==> src/rtl/perf_seq_pkg.sv <==
// perf_seq_pkg
// Shared definitions for the performance-test engine sequencer:
//   - state_t       : sequencer FSM states
//   - MODE_*        : run-mode encodings seen on the 'mode' register field
//   - ST_*          : bit positions inside the 5-bit sticky status word
//   - first_launch  : which masters are started when an iteration begins
package perf_seq_pkg;

    typedef enum logic [2:0] {
        S_IDLE,
        S_ISSUE,
        S_WAIT,
        S_NEXT,
        S_FINISH
    } state_t;

    localparam logic [1:0] MODE_RD    = 2'd0;
    localparam logic [1:0] MODE_WR    = 2'd1;
    localparam logic [1:0] MODE_CONC  = 2'd2;
    localparam logic [1:0] MODE_WR_RD = 2'd3;

    // status = {timeout, wr_error[1:0], rd_error[1:0]}
    localparam int ST_RD_LSB  = 0;
    localparam int ST_WR_LSB  = 2;
    localparam int ST_TIMEOUT = 4;
    localparam int ST_WIDTH   = 5;

    // Launch pair {rd, wr} issued at the start of an iteration.
    // Write-then-read starts only the write phase; if the write direction
    // is disabled the read phase is started straight away.
    function automatic logic [1:0] first_launch(input logic [1:0] m,
                                                input logic       rd_en,
                                                input logic       wr_en);
        logic [1:0] l;
        l = 2'b00;
        case (m)
            MODE_RD:    l = {rd_en, 1'b0};
            MODE_WR:    l = {1'b0, wr_en};
            MODE_CONC:  l = {rd_en, wr_en};
            default:    l = wr_en ? 2'b01 : {rd_en, 1'b0};
        endcase
        return l;
    endfunction

endpackage

==> src/rtl/sat_counter.sv <==
// sat_counter
// Up-counter that sticks at its all-ones value instead of wrapping.
//   clk   : clock
//   rst   : synchronous active-high reset (count -> 0)
//   clr   : synchronous clear (count -> 0), same effect as rst
//   en    : count this cycle
//   count : current value
module sat_counter #(
    parameter int WIDTH = 48
) (
    input  logic             clk,
    input  logic             rst,
    input  logic             clr,
    input  logic             en,
    output logic [WIDTH-1:0] count
);

    localparam logic [WIDTH-1:0] ONE = {{(WIDTH-1){1'b0}}, 1'b1};

    always_ff @(posedge clk) begin
        if (rst || clr) begin
            count <= '0;
        end else if (en && (count != {WIDTH{1'b1}})) begin
            count <= count + ONE;
        end
    end

endmodule

==> src/rtl/perf_engine_sequencer.sv <==
// perf_engine_sequencer
// Drives the engine_start_pulse of the read and write AXI masters of the
// performance-test action. One register start runs 'repeat_num' iterations
// (0 counts as 1) in the selected mode, gathers done pulses / error codes,
// accumulates busy-cycle counters and reports one done_pulse with sticky
// status.
//
// Ports
//   clk, rst                     : clock, synchronous active-high reset
//   start_pulse                  : run request (ignored while busy)
//   mode                         : 0 rd, 1 wr, 2 concurrent, 3 write then read
//   repeat_num                   : iterations per run
//   rd_number, wr_number         : master burst counts, 0 disables a direction
//   timeout_limit                : per-iteration watchdog limit, 0 disables
//   rd_done_pulse, wr_done_pulse : master completion pulses
//   rd_error, wr_error           : master error codes, valid with their done
//   rd_start_pulse, wr_start_pulse : one-cycle master launches
//   busy, done_pulse             : run in progress / run finished
//   status                       : {timeout, wr_error, rd_error}, sticky per run
//   iter_count                   : completed iterations
//   rd_cycles, wr_cycles, total_cycles : saturating cycle counters
//
// Build option
//   PERF_SEQ_TIMEOUT_EN : builds the per-iteration watchdog. Without it the
//   timeout status bit stays 0 and timeout_limit is not used.
module perf_engine_sequencer
    import perf_seq_pkg::*;
#(
    parameter int CNT_WIDTH = 48,
    parameter int TO_WIDTH  = 32
) (
    input  logic                 clk,
    input  logic                 rst,
    input  logic                 start_pulse,
    input  logic [1:0]           mode,
    input  logic [15:0]          repeat_num,
    input  logic [31:0]          rd_number,
    input  logic [31:0]          wr_number,
    input  logic [TO_WIDTH-1:0]  timeout_limit,
    input  logic                 rd_done_pulse,
    input  logic                 wr_done_pulse,
    input  logic [1:0]           rd_error,
    input  logic [1:0]           wr_error,
    output logic                 rd_start_pulse,
    output logic                 wr_start_pulse,
    output logic                 busy,
    output logic                 done_pulse,
    output logic [4:0]           status,
    output logic [15:0]          iter_count,
    output logic [CNT_WIDTH-1:0] rd_cycles,
    output logic [CNT_WIDTH-1:0] wr_cycles,
    output logic [CNT_WIDTH-1:0] total_cycles
);

    state_t      state;
    logic [1:0]  mode_q;
    logic [15:0] rep_q;
    logic        rd_en_q;
    logic        wr_en_q;
    logic        rd_pend;
    logic        wr_pend;

    logic        start_acc;
    logic        rd_fin;
    logic        wr_fin;
    logic        rd_chain;
    logic        last_iter;
    logic        timeout;

    assign start_acc = (state == S_IDLE) && start_pulse;

    // A done pulse only counts for a direction that is actually pending;
    // pending flags are only ever set while in WAIT.
    assign rd_fin = rd_pend && rd_done_pulse;
    assign wr_fin = wr_pend && wr_done_pulse;

    // Write-then-read: the write completion launches the read phase.
    assign rd_chain = wr_fin && (mode_q == MODE_WR_RD) && rd_en_q;

    assign last_iter = (({1'b0, iter_count} + 17'd1) >= {1'b0, rep_q}) ||
                       (status[3:0] != 4'd0);

    // ------------------------------------------------------------------
    // Watchdog
    // ------------------------------------------------------------------
`ifdef PERF_SEQ_TIMEOUT_EN
    logic [TO_WIDTH-1:0] wd_count;

    sat_counter #(.WIDTH(TO_WIDTH)) u_wd (
        .clk   (clk),
        .rst   (rst),
        .clr   (state == S_ISSUE),
        .en    (state == S_WAIT),
        .count (wd_count)
    );

    assign timeout = (state == S_WAIT) && (timeout_limit != '0) &&
                     (wd_count >= timeout_limit);
`else
    logic unused_timeout_limit;
    assign unused_timeout_limit = ^timeout_limit;
    assign timeout = 1'b0;
`endif

    // ------------------------------------------------------------------
    // Sequencer FSM
    // ------------------------------------------------------------------
    always_ff @(posedge clk) begin
        if (rst) begin
            state          <= S_IDLE;
            mode_q         <= MODE_RD;
            rep_q          <= '0;
            rd_en_q        <= 1'b0;
            wr_en_q        <= 1'b0;
            rd_pend        <= 1'b0;
            wr_pend        <= 1'b0;
            rd_start_pulse <= 1'b0;
            wr_start_pulse <= 1'b0;
            busy           <= 1'b0;
            done_pulse     <= 1'b0;
            status         <= '0;
            iter_count     <= '0;
        end else begin
            rd_start_pulse <= 1'b0;
            wr_start_pulse <= 1'b0;
            done_pulse     <= 1'b0;

            case (state)
                S_IDLE: begin
                    if (start_pulse) begin
                        status     <= '0;
                        iter_count <= '0;
                        mode_q     <= mode;
                        rep_q      <= (repeat_num == 16'd0) ? 16'd1 : repeat_num;
                        rd_en_q    <= (rd_number != 32'd0);
                        wr_en_q    <= (wr_number != 32'd0);
                        busy       <= 1'b1;
                        // Launches are registered here so they coincide
                        // with the ISSUE cycle.
                        {rd_start_pulse, wr_start_pulse} <=
                            first_launch(mode, rd_number != 32'd0, wr_number != 32'd0);
                        state      <= S_ISSUE;
                    end
                end

                S_ISSUE: begin
                    // Pending starts the cycle after the launch pulse, so a
                    // direction is counted from launch+1 up to its done cycle.
                    rd_pend <= rd_start_pulse;
                    wr_pend <= wr_start_pulse;
                    state   <= (rd_start_pulse || wr_start_pulse) ? S_WAIT : S_NEXT;
                end

                S_WAIT: begin
                    if (rd_start_pulse) begin
                        rd_pend <= 1'b1;
                    end else if (rd_fin) begin
                        rd_pend <= 1'b0;
                        status[ST_RD_LSB +: 2] <= status[ST_RD_LSB +: 2] | rd_error;
                    end

                    if (wr_fin) begin
                        wr_pend <= 1'b0;
                        status[ST_WR_LSB +: 2] <= status[ST_WR_LSB +: 2] | wr_error;
                        if (rd_chain) begin
                            rd_start_pulse <= 1'b1;
                        end
                    end

                    if (timeout) begin
                        // Give up on the iteration; late done pulses from the
                        // masters are ignored because nothing is pending.
                        status[ST_TIMEOUT] <= 1'b1;
                        rd_pend            <= 1'b0;
                        wr_pend            <= 1'b0;
                        rd_start_pulse     <= 1'b0;
                        done_pulse         <= 1'b1;
                        state              <= S_FINISH;
                    end else if (!(rd_pend && !rd_fin) && !(wr_pend && !wr_fin) &&
                                 !rd_start_pulse && !rd_chain) begin
                        state <= S_NEXT;
                    end
                end

                S_NEXT: begin
                    iter_count <= iter_count + 16'd1;
                    if (last_iter) begin
                        done_pulse <= 1'b1;
                        state      <= S_FINISH;
                    end else begin
                        {rd_start_pulse, wr_start_pulse} <=
                            first_launch(mode_q, rd_en_q, wr_en_q);
                        state <= S_ISSUE;
                    end
                end

                S_FINISH: begin
                    busy  <= 1'b0;
                    state <= S_IDLE;
                end

                default: state <= S_IDLE;
            endcase
        end
    end

    // ------------------------------------------------------------------
    // Cycle counters
    // ------------------------------------------------------------------
    sat_counter #(.WIDTH(CNT_WIDTH)) u_total_cnt (
        .clk   (clk),
        .rst   (rst),
        .clr   (start_acc),
        .en    (busy),
        .count (total_cycles)
    );

    sat_counter #(.WIDTH(CNT_WIDTH)) u_rd_cnt (
        .clk   (clk),
        .rst   (rst),
        .clr   (start_acc),
        .en    (rd_pend),
        .count (rd_cycles)
    );

    sat_counter #(.WIDTH(CNT_WIDTH)) u_wr_cnt (
        .clk   (clk),
        .rst   (rst),
        .clr   (start_acc),
        .en    (wr_pend),
        .count (wr_cycles)
    );

endmodule

==> config.mk <==
export PLATFORM = sky130hd
export DESIGN_NAME = perf_engine_sequencer
export DESIGN_NICKNAME = d
export VERILOG_FILES = /design/src/rtl/perf_seq_pkg.sv /design/src/rtl/sat_counter.sv /design/src/rtl/perf_engine_sequencer.sv
export SDC_FILE = /design/constraint.sdc
export NUM_CORES = 1
export LEC_CHECK = 0
export ABC_CLOCK_PERIOD_IN_PS = 3050
export BUFFER_PORTS_ARGS = -buffer_cell sky130_fd_sc_hd__buf_2
export CORE_MARGIN = 1
export CORE_UTILIZATION = 47
export CTS_CLUSTER_DIAMETER = 200
export DETAILED_ROUTE_END_ITERATION = 10
export PLACE_DENSITY = 0.83
export SLEW_MARGIN = 20
export SYNTH_ARGS = -nofsm -noshare
export SYNTH_HDL_FRONTEND = slang
export SYNTH_SLANG_ARGS = --single-unit
==> constraint.sdc <==
create_clock -name clk -period 3.05 [get_ports clk]
set_input_delay 0.61 -clock clk [delete_from_list [all_inputs] [get_ports clk]]
set_output_delay 0.61 -clock clk [all_outputs]
set_load 0.03 [all_outputs]
==> metrics.md, run 1 <==
| Metric | Value |
|---|---|
| Vert. Die Dim | 147 um |
| CTS root buf | sky130_fd_sc_hd__clkbuf_16 |
| Max IR drop VDD | ~320 uV |
| Number of synthesized register bits | 193 |
| Post-route clock skew | a little under 0.02 ns |
| Number of pins exceeding their max-slew limit in the final report | 0 |
| Ratio of total power to cell area | around 450 mW/mm^2 |
| Max-cap violation count | 0 |
| Period Utilization, post-route | a little over nine tenths |
| Number of buffers created by CTS | 17 |
| Fraction of power consumed by sequential logic | between 40% and 50% |
| Number of synthesis warnings | 0 |
| Number of instances in the synthesized netlist | 1198 |
| Source of the worst hold timing path | repeat_num[7] |
| Post-synth EDFFs | 0 |
| Final non-filler cell area | between 0.01 and 0.015 mm^2 |
| Combined global-route utilization of all metal layers | between 20% and 30% |
| Width of the chip | about 150 um |
| Via count of the first global-routing pass | slightly above 9000 |
| Area of the multi-input gates | slightly below 0.006 mm^2 |
| Half-perimeter wire length after placement | between 15000 and 20000 um |
| Gr ovfl total | 0 |
| First-pass iteration count of the detailed router | 5 |
| H-tree levels | 4 |
| Top cells by count, synth | sky130_fd_sc_hd__dfxtp_1, sky130_fd_sc_hd__nor2_1, sky130_fd_sc_hd__nand2_1, sky130_fd_sc_hd__a21oi_1, sky130_fd_sc_hd__xor2_1 |
| Register-to-register path setup slack | between 0.08 and 0.09 ns |
| Maximum clock frequency | about 340 MHz |
| WHS Endpoint | rep_q[7] |
| Fraction of final layout cells with drive strength greater than 1 | roughly a quarter |
| Initial core utilization | 48.4% |
| CTS tree | built |
| Total placed instance area | 0.0116 mm^2 |
| Yosys top cell area share | just under 40% |
| Post-detailed-routing wire length | ~28000 um |
| Number of different library cells in the post-synthesis netlist | 72 |
| Total net switching power | 1.42 mW |
| Reg clk slew, reported paths | 0.08 ns |
| RR Startpoint | iter_count[0] |
| Endpoint of the lowest-slack register-to-register path | rd_start_pulse |
| Proportion of synthesized flip-flops having asynchronous set or reset | 0% |
| Switching share of power | roughly 25% |
| Number of antenna violations at the first check in global routing | 1 |
| Internal cell power | roughly 4.1 mW |
| Antenna Violating Nets Remaining | 0 |
| I/O pin count | 292 |
| Worst-margin pin slew | between 0.6 and 0.7 ns |
| Clock sink total | between 150 and 200 |
| Metal-1 WL | 12200 um |
| Rows | 52 |
| Initial drt markers | between 600 and 700 |
| Total count of hold-check failures in the final report | 0 |
| Delay of the slowest cell on the worst path | about 0.36 ns |
| Die outline area | ~0.022 mm^2 |
| Worst min-delay path category | input pin to flip-flop |
| Synth-to-Final Area Change | 24.5% |
| Register area share after synthesis | slightly below 40% |
| Critical path type | flip-flop to flip-flop |
| Number of DRC violations after detailed routing | 0 |
| Cell types occupying the most area after synthesis | sky130_fd_sc_hd__dfxtp_1, sky130_fd_sc_hd__nor2_1, sky130_fd_sc_hd__xor2_1, sky130_fd_sc_hd__xnor2_1, sky130_fd_sc_hd__nand2_1 |
| Critical-path cell list | buf_4 > ha_1 > nand4_1 > nor2_2 > and3_1 > xor2_2 > ha_1 > a21oi_1 > o21ai_0 > o2111ai_1 > nand4_1 > or3_1 > a2111oi_2 |
| Buffer and inverter count on the worst path | 1 |
| Largest net degree at the start of global routing | between 50 and 60 |
| Ant. Diodes | 0 |
| First-pass GRT wire length | around 46000 um |
| Standard cell core area | 0.0205 mm^2 |
| Hold Path Depth | 3 |
| Clock insertion delay at the later pin of the skew report | between 0.4 and 0.5 ns |
| Static Leakage | 5.10 nW |
| Clock network fraction of total power | between 40% and 50% |
| Final #Nets | 1607 |
| Avg Inst Size Synth | just over 8 um^2 |
| Clock period minus final worst setup slack | roughly 3 ns |
| Critical path peak fanout | 3 |
| Most frequent cell after synthesis | sky130_fd_sc_hd__dfxtp_1 |
| Crit-path leading delay family | simple AND/OR/NAND/NOR gates |
| Run status | completed |
| Number of fillers in the final layout | 1797 |
| Via count | between 10000 and 15000 |
| Routed wire length per instance | approximately 16 um |
| Detailed-routed wire length on met3 | 1670 um |
| Arrival time at the worst endpoint | between 3 and 4 ns |
| Final weighted congestion in routability-driven placement | around 0.91 |
| Syn_nets | 1341 |
| Cell at the slowest stage of the critical path | sky130_fd_sc_hd__dfxtp_4 |
| Routed wire length on met2 | 13400 um |
| Count of buffers from port buffering | roughly 260 |
| Tot Pwr | roughly 5.6 mW |
| Detailed-route vias per instance | slightly below 6 |
| Cell type with the highest aggregate area in the netlist | sky130_fd_sc_hd__dfxtp_1 |
| Post-Syn Area | between 0.009 and 0.01 mm^2 |
| Tightest slew margin relative to the limit | about 57% |
| Number of endpoints failing setup at the final stage | 0 |
| Uppermost layer routed | met5 |
| Most instantiated flip-flop cell in the synthesis netlist | sky130_fd_sc_hd__dfxtp_1 |
| Crit. End Element | flip-flop |
| Clock Path Buffers | 2 |
| Data required time at the worst endpoint | around 3.4 ns |
| Combinational share of power | 10.0% |
| Register-to-Register Path Depth | 13 |
| Kind of launch point of the worst setup path | flip-flop |
| Area used by sequential logic in the layout | 0.00387 mm^2 |
## metal layers
layer  track usage, %  up-vias
met1             33.4     4810
li1                 -     4870
met3             5.25       48
met2             42.2      320
met4             7.01        2
met5                0        -
## placed cells by master, fill, tap and decap left out, types with 5 or more instances in the layout
cell type and count:
sky130_fd_sc_hd__a22oi_1 5, sky130_fd_sc_hd__o21ai_0 51, sky130_fd_sc_hd__o211ai_1 16, sky130_fd_sc_hd__inv_1 27
sky130_fd_sc_hd__and2_1 8, sky130_fd_sc_hd__a31oi_1 5, sky130_fd_sc_hd__or3_1 31, sky130_fd_sc_hd__buf_2 258
sky130_fd_sc_hd__a211oi_1 9, sky130_fd_sc_hd__nor4_1 34, sky130_fd_sc_hd__dfxtp_1 187, sky130_fd_sc_hd__nand2_1 106
sky130_fd_sc_hd__nand3_1 59, sky130_fd_sc_hd__ha_1 19, sky130_fd_sc_hd__xnor2_1 45, sky130_fd_sc_hd__o31ai_1 7
sky130_fd_sc_hd__o2111ai_1 5, sky130_fd_sc_hd__and4_1 22, sky130_fd_sc_hd__xor2_1 66, sky130_fd_sc_hd__nor3_2 5
sky130_fd_sc_hd__nand4_1 51, sky130_fd_sc_hd__nor3_1 29, sky130_fd_sc_hd__nand4b_1 5, sky130_fd_sc_hd__and3_1 34
sky130_fd_sc_hd__a21oi_1 67, sky130_fd_sc_hd__nor2_1 158, sky130_fd_sc_hd__or4_1 15, sky130_fd_sc_hd__dfxtp_2 5
sky130_fd_sc_hd__buf_4 37, sky130_fd_sc_hd__clkbuf_16 17
## state kept, by name, indices dropped and copies added (netlist names), 2 cells and up
| register | cells |
|---|---|
| iter_count | 16 |
| mode_q | 2 |
| rep_q | 16 |
| state | 3 |
| status | 4 |
| u_rd_cnt.count | 48 |
| u_total_cnt.count | 48 |
| u_wr_cnt.count | 48 |
## cell families (layout without fill, tap and decap cells)
group	count (synthesis)	in the layout	share of synthesized area (%)
xor gates and xnor gates	113	113	9.97
AOI/OAI and AO/OA	196	196	12.6
other	1	1	0.0378
muxes	4	4	0.403
buffers and inverters	77	353	3.41
DFF	193	193	38.9
and+or+nand+nor	594	594	32.1
adders and majority gates	20	20	2.52
## worst register-to-register path, stage by stage, from the launching register on
cell                        delay, ns
sky130_fd_sc_hd__dfxtp_4         0.36
sky130_fd_sc_hd__buf_4           0.11
sky130_fd_sc_hd__ha_1            0.16
sky130_fd_sc_hd__nand4_1         0.21
sky130_fd_sc_hd__nor2_2          0.22
sky130_fd_sc_hd__and3_1          0.23
sky130_fd_sc_hd__xor2_2          0.17
sky130_fd_sc_hd__ha_1            0.27
sky130_fd_sc_hd__a21oi_1         0.13
sky130_fd_sc_hd__o21ai_0         0.09
sky130_fd_sc_hd__o2111ai_1       0.12
sky130_fd_sc_hd__nand4_1         0.16
sky130_fd_sc_hd__or3_1           0.35
sky130_fd_sc_hd__a2111oi_2       0.29
## repair_timing
item	4_1_cts	5_1_grt
endpoints found under the setup margin	1	3
resized for setup	7	7
hold buffers	0	0
pin swaps	7	6
setup buffers	5	3
## power by group through the flow
| stage | sequential, mW | clock [mW] | combinational [mW] |
|---|---|---|---|
| 2_1_floorplan | 2.69 | 0 | 0.307 |
| 3_3_place_gp | 2.67 | 0 | 0.526 |
| 3_5_place_dp | 2.68 | 0 | 0.536 |
| 4_1_cts | 2.62 | 2.42 | 0.556 |
| 5_1_grt | 2.63 | 2.53 | 0.616 |
| 6_report | 2.62 | 2.39 | 0.554 |
## per-stage QoR
stage / cells / hold WS [ns] / TNS (ns) / util (%) / setup WS [ns]
floorplan: 1198 / 0.436 / 0 / - / 0.00252
finish: 1744 / 0.386 / 0 / 60.3 / 0.0858
global route: 1744 / 0.383 / -0.0935 / 60.3 / -0.0723
global placement: 1707 / 0.447 / 0 / 56.7 / 0.0704
detailed placement: 1707 / 0.456 / -0.00710 / 56.7 / -0.00710
CTS: 1741 / 0.378 / 0 / 60.0 / 0.0543
## worst max path at each step
stage | start | to | slack, ns | depth (start not counted)
floorplan | iter_count[9] | rd_start_pulse | 0.003 | 11
global placement | iter_count[0] | rd_start_pulse | 0.07 | 12
detailed placement | iter_count[0] | rd_start_pulse | -0.007 | 12
CTS | iter_count[2] | rd_start_pulse | 0.05 | 12
global route | iter_count[1] | rd_start_pulse | -0.07 | 12
finish | iter_count[0] | rd_start_pulse | 0.09 | 13
## area by class of cell
cell class | instances | share of cell area (%)
clock buffer | 18 | 3.47
timing repair buffer | 297 | 13.0
clock inverter | 11 | 1.46
inverter | 27 | 0.820
sequential | 193 | 31.3
multi-input combinational | 928 | 47.2
tap | 270 | 2.73
Power figures use the tool's default switching activity.
==> run 2: changes to the inputs <==
--- a/config.mk
+++ b/config.mk
@@ -8,11 +8,13 @@
 export ABC_CLOCK_PERIOD_IN_PS = 3050
 export BUFFER_PORTS_ARGS = -buffer_cell sky130_fd_sc_hd__buf_2
 export CORE_MARGIN = 1
-export CORE_UTILIZATION = 47
+export CORE_UTILIZATION = 48
+export CTS_BUF_LIST = sky130_fd_sc_hd__clkbuf_16
 export CTS_CLUSTER_DIAMETER = 200
 export DETAILED_ROUTE_END_ITERATION = 10
-export PLACE_DENSITY = 0.83
+export PLACE_DENSITY = 0.84
 export SLEW_MARGIN = 20
 export SYNTH_ARGS = -nofsm -noshare
 export SYNTH_HDL_FRONTEND = slang
+export SYNTH_HIERARCHICAL = 1
 export SYNTH_SLANG_ARGS = --single-unit
==> run 2 against run 1 <==
- core utilization up 0.31 points
- setup slack better by 0.042 ns
- area after synthesis up 1.7%
- clock power down 3%
- cell area up 0.20%
- clock-buffer cell count down 1
- via count up 3.8%
- non-clock buffer count down 3
- critical path type unchanged
- highest routed layer is now met4
==> metrics.md, run 2 <==
| Metric | Value |
|---|---|
| Critical path peak fanout | 4 (was 3) |
| Top library cells by usage in the layout, fill and taps aside | sky130_fd_sc_hd__buf_2, sky130_fd_sc_hd__dfxtp_1, sky130_fd_sc_hd__nor2_1 (unchanged) |
| Maximum clock frequency | 342 MHz (was 337 MHz) |
| Total net switching power | 1.86 mW (was 1.42 mW) |
| Ratio of total power to cell area | 490 mW/mm^2 (was 450 mW/mm^2) |
| Vert. Die Dim | 147 um (about the same) |
| Clock period minus final worst setup slack | 2.92 ns (was 2.96 ns) |
| Fraction of final layout cells with drive strength greater than 1 | 24.6% (was 26.0%) |
| Clock insertion delay at the later pin of the skew report | 0.44 ns (about the same) |
| Max IR drop VDD | 353 uV (was 320 uV) |
| Top cells by count, synth | sky130_fd_sc_hd__dfxtp_1, sky130_fd_sc_hd__nor2_1, sky130_fd_sc_hd__nand2_1, sky130_fd_sc_hd__nand3_1, sky130_fd_sc_hd__xor2_1 (was sky130_fd_sc_hd__dfxtp_1, sky130_fd_sc_hd__nor2_1, sky130_fd_sc_hd__nand2_1, sky130_fd_sc_hd__a21oi_1, sky130_fd_sc_hd__xor2_1) |
| First-pass iteration count of the detailed router | 5 (unchanged) |
| I/O pin count | 292 (unchanged) |
| Largest net degree at the start of global routing | 39 (was 57) |
| Post-Place Cells | 1742 (was 1707) |
| Static Leakage | 5.15 nW (was 5.10 nW) |
| Die outline area | 0.0216 mm^2 (was 0.0217 mm^2) |
| H-tree levels | 4 (unchanged) |
| Routed wire length per instance | 16.1 um (was 15.9 um) |
| Via count of the first global-routing pass | 9710 (was 9288) |
| Most common cell after layout, fill and taps aside | sky130_fd_sc_hd__buf_2 (unchanged) |
| Worst-margin pin slew | 0.892 ns (was 0.642 ns) |
| Post-detailed-routing wire length | 28700 um (was 27700 um) |
| Antenna Violating Nets Remaining | 0 (unchanged) |
| Post-route clock skew | 0.0165 ns (was 0.0197 ns) |
| Period Utilization, post-route | 95.8% (was 97.2%) |
| Critical-path cell list | nand4_1 > nor4_4 > and3_4 > xor2_2 > ha_1 > and4_1 > nor4bb_1 > a211oi_1 > o2111ai_1 > a2111oi_2 (was buf_4 > ha_1 > nand4_1 > nor2_2 > and3_1 > xor2_2 > ha_1 > a21oi_1 > o21ai_0 > o2111ai_1 > nand4_1 > or3_1 > a2111oi_2) |
| Detailed-route vias per instance | 5.87 (was 5.76) |
| CTS tree | built (unchanged) |
| Crit. End Element | flip-flop (unchanged) |
| Avg Inst Size Synth | 8.15 um^2 (was 8.29 um^2) |
| Critical path type | flip-flop to flip-flop (unchanged) |
| Combinational share of power | 17.3% (was 10.0%) |
| Clock network fraction of total power | 38.0% (was 42.9%) |
| Cell types occupying the most area after synthesis | sky130_fd_sc_hd__dfxtp_1, sky130_fd_sc_hd__xor2_1, sky130_fd_sc_hd__nor2_1, sky130_fd_sc_hd__nand4_1, sky130_fd_sc_hd__nand3_1 (was sky130_fd_sc_hd__dfxtp_1, sky130_fd_sc_hd__nor2_1, sky130_fd_sc_hd__xor2_1, sky130_fd_sc_hd__xnor2_1, sky130_fd_sc_hd__nand2_1) |
| Standard cell core area | 0.0204 mm^2 (was 0.0205 mm^2) |
| Syn_nets | 1383 (was 1341) |
| Arrival time at the worst endpoint | 3.26 ns (was 3.29 ns) |
| Total count of hold-check failures in the final report | 0 (unchanged) |
| Switching share of power | 30.6% (was 25.5%) |
| Synth-to-Final Area Change | 22.6% (was 24.5%) |
| Cell type with the highest aggregate area in the netlist | sky130_fd_sc_hd__dfxtp_1 (unchanged) |
| Final #Nets | 1636 (was 1607) |
| Yosys top cell area share | 38.3% (was 38.9%) |
| Cell at the slowest stage of the critical path | sky130_fd_sc_hd__dfxtp_1 (was sky130_fd_sc_hd__dfxtp_4) |
| Half-perimeter wire length after placement | 20800 um (was 19900 um) |
| Reg clk slew, reported paths | 0.08 ns (about the same) |
| Final standard cell count with taps included and fillers excluded | 1778 (was 1744) |
| Most instantiated flip-flop cell in the synthesis netlist | sky130_fd_sc_hd__dfxtp_1 (unchanged) |
| Number of synthesis warnings | 6 (was 0) |
| Initial core utilization | 49.4% (was 48.4%) |
| Worst min-delay path category | input pin to flip-flop (unchanged) |
| Number of buffers added to fix hold violations after cts | 0 (unchanged) |
| Post-Syn Area | 0.0101 mm^2 (was 0.00993 mm^2) |
| Rows | 52 (unchanged) |
| Number of different library cells in the post-synthesis netlist | 70 (was 72) |
| CTS root buf | sky130_fd_sc_hd__clkbuf_16 (unchanged) |
| Combined global-route utilization of all metal layers | 26.0% (was 25.5%) |
| Via count | 10400 (was 10100) |
| Fraction of power consumed by sequential logic | 44.7% (was 47.1%) |
| Most frequent cell after synthesis | sky130_fd_sc_hd__dfxtp_1 (unchanged) |
| Tightest slew margin relative to the limit | 40.4% (was 56.8%) |
| Registers with the most flip-flops | u_rd_cnt/count: 48 flops, u_total_cnt/count: 48 flops, u_wr_cnt/count: 48 flops (was u_rd_cnt.count: 48 flops, u_total_cnt.count: 48 flops, u_wr_cnt.count: 48 flops) |
| Kind of launch point of the worst setup path | flip-flop (unchanged) |
| Setup tns final | 0 ns (unchanged) |
| Max-cap violation count | 0 (unchanged) |
| Number of DRC violations after detailed routing | 0 (unchanged) |
| Number of antenna violations at the first check in global routing | 0 (was 1) |
| Final weighted congestion in routability-driven placement | 0.931 (was 0.910) |
| Number of endpoints failing setup at the final stage | 0 (unchanged) |
| Width of the chip | 147 um (about the same) |
| Delay of the slowest cell on the worst path | 0.41 ns (was 0.36 ns) |
| Number of pins exceeding their max-slew limit in the final report | 0 (unchanged) |
| Data required time at the worst endpoint | 3.38 ns (about the same) |
| Count of buffers from port buffering | 258 (unchanged) |
| Proportion of synthesized flip-flops having asynchronous set or reset | 0% (unchanged) |
| Clock sink total | 193 (unchanged) |
| Post-synth EDFFs | 0 (unchanged) |
| First-pass GRT wire length | 46600 um (was 45800 um) |
| Initial drt markers | 739 (was 649) |
| Clock Path Buffers | 2 (unchanged) |
| Number of synthesized register bits | 193 (unchanged) |
| Register area share after synthesis | 38.3% (was 38.9%) |
| Number of buffers created by CTS | 17 (unchanged) |
| Gr ovfl total | 0 (unchanged) |
| Internal cell power | 4.21 mW (was 4.14 mW) |
| Number of instances in the synthesized netlist | 1240 (was 1198) |
| Run status | completed (unchanged) |
## run 2: area by class of cell
type / count / area [um^2]
fillers: 1797 / 8040
multi-input cells: 954 / 5890
flip-flops and latches: 193 / 3870
repair buffers: 294 / 1560
clock buffers: 17 / 425
well taps: 270 / 338
clock inverters: 15 / 173
inverters: 33 / 124
diodes: 2 / 5.00
## run 2: what timing repair did
action	4_1_cts	5_1_grt
pin swaps	0	9
setup endpoints to repair	3	5
setup buffers	0	2
resized for setup	3	8
## run 2: per-layer routing
metal  track usage, %  vias up  routed length (um)
met5                0        -                   0
met4             10.4        0                 739
met3             6.43       65                2170
met2             41.9      379               13500
met1             33.3     4938               12300
li1                 -     5054                   -
## run 2: worst paths after layout
kind	from	slack (ns)	depth (start not counted)	endpoint
setup reg to reg	iter_count[9]	0.13	10	state[0]
hold reg to reg	rep_q[11]	0.46	2	rep_q[11]
setup / recovery	iter_count[9]	0.13	10	state[0]
hold / removal	repeat_num[4]	0.39	2	rep_q[4]
## run 2: worst max-delay path: cells and delay by family (launching register included)
kind | cells | cell delay [ns]
adders and majority gates | 1 | 0.29
and+or+nand+nor | 5 | 1.17
AOI/OAI and AO/OA | 3 | 0.81
DFF | 1 | 0.41
xor gates and xnor gates | 1 | 0.14
## run 2: cell families (layout without fill, tap and decap cells)
kind of cell / Yosys count / after routing / share of synthesized area [%]
adder cells (fa/ha/maj): 20 / 20 / 2.48
AND/OR/NAND/NOR: 632 / 632 / 34.7
flip-flops: 193 / 193 / 38.3
XOR/XNOR: 88 / 88 / 7.63
buffers and inverters: 93 / 359 / 4.05
multiplexers: 2 / 2 / 0.198
other: 1 / 3 / 0.0371
AO/OA/AOI/OAI: 211 / 211 / 12.7
## run 2: stage by stage
step	setup slack, ns	utilization (%)	hold slack, ns	total power [mW]	instance area (um^2)
floorplan	0.0215	-	0.436	3.45	10100
global placement	0.0818	57.3	0.444	3.74	11700
detailed placement	-0.0754	57.3	0.450	3.77	11700
CTS	0.0147	60.3	0.382	6.07	12300
global route	-0.0331	60.6	0.379	6.34	12400
finish	0.128	60.6	0.394	6.06	12400
## run 2: power by group through the flow
stage | Sequential (mW) | Combinational [mW] | Clock (mW)
after floorplan | 2.76 | 0.694 | 0
after global placement | 2.76 | 0.982 | 0
after detailed placement | 2.77 | 1.00 | 0
after CTS | 2.71 | 1.02 | 2.34
after global routing | 2.73 | 1.17 | 2.44
final | 2.71 | 1.05 | 2.31
==> run 3: changes to the inputs <==
--- a/config.mk
+++ b/config.mk
@@ -5,14 +5,14 @@
 export SDC_FILE = /design/constraint.sdc
 export NUM_CORES = 1
 export LEC_CHECK = 0
-export ABC_CLOCK_PERIOD_IN_PS = 3050
+export ABC_CLOCK_PERIOD_IN_PS = 2700
 export BUFFER_PORTS_ARGS = -buffer_cell sky130_fd_sc_hd__buf_2
 export CORE_MARGIN = 1
-export CORE_UTILIZATION = 48
+export CORE_UTILIZATION = 53
 export CTS_BUF_LIST = sky130_fd_sc_hd__clkbuf_16
 export CTS_CLUSTER_DIAMETER = 200
 export DETAILED_ROUTE_END_ITERATION = 10
-export PLACE_DENSITY = 0.84
+export PLACE_DENSITY = 0.87
 export SLEW_MARGIN = 20
 export SYNTH_ARGS = -nofsm -noshare
 export SYNTH_HDL_FRONTEND = slang
==> constraint.sdc (replaced) <==
create_clock -name clk -period 2.7 [get_ports clk]
set_input_delay 0.54 -clock clk [delete_from_list [all_inputs] [get_ports clk]]
set_output_delay 0.54 -clock clk [all_outputs]
set_load 0.03 [all_outputs]
==> run 3 against run 2 <==
- the flow now finishes with violations (setup timing)
- critical path depth did not move
- critical path type unchanged
- combinational power rose by 27%
- sequential power rose by 13%
- setup slack got worse by 0.41 ns
- cell area rose by 2.2%
- core utilization rose by 7.0 points
- register-to-register slack got worse by 0.41 ns
- wire length rose by 1.4%
==> metrics.md, run 3 (synthesis results as in run 2) <==
| Metric | Value |
|---|---|
| Run status | complete, but fails checks (was completed) |
| Violations in the final reports | setup timing |
| Data required time at the worst endpoint | 3.00 ns (was 3.38 ns) |
| Final #Nets | 1662 (was 1636) |
| Area used by sequential logic in the layout | 0.00390 mm^2 (was 0.00387 mm^2) |
| Synth-to-Final Area Change | 25.3% (was 22.6%) |
| Static Leakage | 5.33 nW (was 5.15 nW) |
| Critical-path cell list | nand4_4 > nor4_4 > nand3_2 > xnor2_1 > ha_1 > and4_1 > nor4bb_4 > a211oi_2 > o2111ai_1 > a2111oi_1 (was nand4_1 > nor4_4 > and3_4 > xor2_2 > ha_1 > and4_1 > nor4bb_1 > a211oi_1 > o2111ai_1 > a2111oi_2) |
| CTS root buf | sky130_fd_sc_hd__clkbuf_16 (unchanged) |
| Number of pins exceeding their max-slew limit in the final report | 0 (unchanged) |
| Die outline area | 0.0196 mm^2 (was 0.0216 mm^2) |
| Kind of launch point of the worst setup path | flip-flop (unchanged) |
| Clock Path Buffers | 2 (unchanged) |
| Initial drt markers | 953 (was 739) |
| Number of DRC violations after detailed routing | 0 (unchanged) |
| Total placed instance area | 0.0119 mm^2 (was 0.0117 mm^2) |
| Max IR drop VDD | 422 uV (was 353 uV) |
| Worst-margin pin slew | 0.748 ns (was 0.892 ns) |
| Number of endpoints failing setup at the final stage | 5 (was 0) |
| Clock sink total | 193 (unchanged) |
| Width of the chip | 140 um (was 147 um) |
| RR Startpoint | iter_count[2] (was iter_count[9]) |
| Standard cell core area | 0.0187 mm^2 (was 0.0204 mm^2) |
| Worst min-delay path category | input pin to flip-flop (unchanged) |
| Clock period minus final worst setup slack | 2.98 ns (was 2.92 ns) |
| Launching element of the worst setup path | iter_count[2] (was iter_count[9]) |
| Delay of the slowest cell on the worst path | 0.43 ns (was 0.41 ns) |
| Critical path type | flip-flop to flip-flop (unchanged) |
| Ratio of total power to cell area | 546 mW/mm^2 (was 490 mW/mm^2) |
| Number of buffers created by CTS | 17 (unchanged) |
| Setup tns final | -1.07 ns (was 0 ns) |
| Post-layout worst setup margin | -0.279 ns (was 0.128 ns) |
| Area of the multi-input gates | 0.00599 mm^2 (was 0.00589 mm^2) |
| Final non-filler cell area | 0.0127 mm^2 (was 0.0124 mm^2) |
| First-pass iteration count of the detailed router | 5 (unchanged) |
| Via count | 10800 (was 10400) |
| Number of antenna violations at the first check in global routing | 0 (unchanged) |
| First-pass GRT wire length | 46400 um (was 46600 um) |
| Tightest slew margin relative to the limit | 50.0% (was 40.4%) |
| Gr ovfl total | 0 (unchanged) |
| Hold Path Depth | 2 (unchanged) |
| Register-to-Register Path Depth | 10 (unchanged) |
| Crit-path leading delay family | simple AND/OR/NAND/NOR gates (unchanged) |
| Antenna Violating Nets Remaining | 0 (unchanged) |
| Number of fillers in the final layout | 1477 (was 1797) |
| Initial core utilization | 54.0% (was 49.4%) |
| Vert. Die Dim | 140 um (was 147 um) |
| Fraction of final layout cells with drive strength greater than 1 | 27.3% (was 24.6%) |
| Most common cell after layout, fill and taps aside | sky130_fd_sc_hd__buf_2 (unchanged) |
| Source of the worst hold timing path | repeat_num[6] (was repeat_num[4]) |
| Maximum clock frequency | 336 MHz (was 342 MHz) |
| Arrival time at the worst endpoint | 3.28 ns (was 3.26 ns) |
| Combined global-route utilization of all metal layers | 28.8% (was 26.0%) |
| Post-route clock skew | 0.0138 ns (was 0.0165 ns) |
| Count of buffers from port buffering | 258 (unchanged) |
| Setup repair after global routing missed its margin | true |
| Via count of the first global-routing pass | 9600 (was 9710) |
| Number of buffers added to fix hold violations after cts | 0 (unchanged) |
| Clock insertion delay at the later pin of the skew report | 0.44 ns (about the same) |
| Reg clk slew, reported paths | 0.07 ns (was 0.08 ns) |
| CTS tree | built (unchanged) |
| Final weighted congestion in routability-driven placement | 0.934 (was 0.931) |
| Registers with the most flip-flops | u_rd_cnt/count: 48 flops, u_total_cnt/count: 48 flops, u_wr_cnt/count: 48 flops (unchanged) |
| I/O pin count | 292 (unchanged) |
| Depth of the critical timing path with buffers and inverters included | 10 (unchanged) |
| Cell at the slowest stage of the critical path | sky130_fd_sc_hd__a2111oi_1 (was sky130_fd_sc_hd__dfxtp_1) |
| H-tree levels | 4 (unchanged) |
| Max-cap violation count | 0 (unchanged) |
| Ant. Diodes | 0 (was 2) |
| Top library cells by usage in the layout, fill and taps aside | sky130_fd_sc_hd__buf_2, sky130_fd_sc_hd__dfxtp_1, sky130_fd_sc_hd__nor2_1 (unchanged) |
| Rows | 50 (was 52) |
| Largest net degree at the start of global routing | 40 (was 39) |
| Period Utilization, post-route | 110% (was 95.8%) |
| Detailed-route vias per instance | 6.10 (was 5.87) |
| Post-detailed-routing wire length | 29100 um (was 28700 um) |
| Critical path peak fanout | 6 (was 4) |
| Total count of hold-check failures in the final report | 0 (unchanged) |
| Crit. End Element | flip-flop (unchanged) |
| Routed wire length per instance | 16.5 um (was 16.1 um) |
| Buffer and inverter count on the worst path | 0 (unchanged) |
| Half-perimeter wire length after placement | 20300 um (was 20800 um) |
## run 3: cell count changes in the layout (fill, tap and decap cells not counted), sizes merged
cell | before | now
buf | 294 | 320
clkinv | 3 | 7
inv | 41 | 38
diode | 2 | 0
bufinv | 2 | 1
## run 3: worst paths after layout
path              endpoint  slack [ns]
hold / removal    rep_q[6]        0.33
setup / recovery  state[0]       -0.28
setup reg to reg  state[0]       -0.28
hold reg to reg   rep_q[2]        0.46
## run 3: stage by stage
stage	instances	utilization, %	power [mW]	setup WS, ns	hold slack [ns]
2_1_floorplan	1240	-	3.90	0.00499	0.436
3_3_place_gp	1723	63.4	4.27	-0.0480	0.444
3_5_place_dp	1723	63.4	4.30	-0.128	0.450
4_1_cts	1759	67.2	6.85	-0.100	0.316
5_1_grt	1766	67.6	7.21	-0.392	0.318
6_report	1766	67.6	6.91	-0.279	0.326
## run 3: repair_timing
action	in CTS	in global routing
gates cloned	0	0
endpoints found under the setup margin	5	5
resized for setup	15	8
setup buffers	4	8
pin swaps	19	13
hold endpoints to repair	0	0
## run 3: power by group
part	internal (mW)	switching (mW)	total [mW]
sequential	2.95	0.123	3.07
clock	1.30	1.21	2.51
combinational	0.478	0.853	1.33
total	4.73	2.18	6.91
## run 3: cell type report
class | count | area share (%)
multi-input cells | 954 | 47.4
flip-flops and latches | 193 | 30.8
repair buffers | 320 | 13.9
clock buffers | 17 | 3.36
well taps | 234 | 2.31
clock inverters | 15 | 1.22
inverters | 33 | 0.979
## run 3: per-layer routing
metal,vias up,track usage [%],part of all wire (%)
met5,-,0,0
met4,0,11.9,3.0
met3,82,5.57,7.7
met2,527,48.3,48
met1,5046,36.2,42
li1,5126,-,-
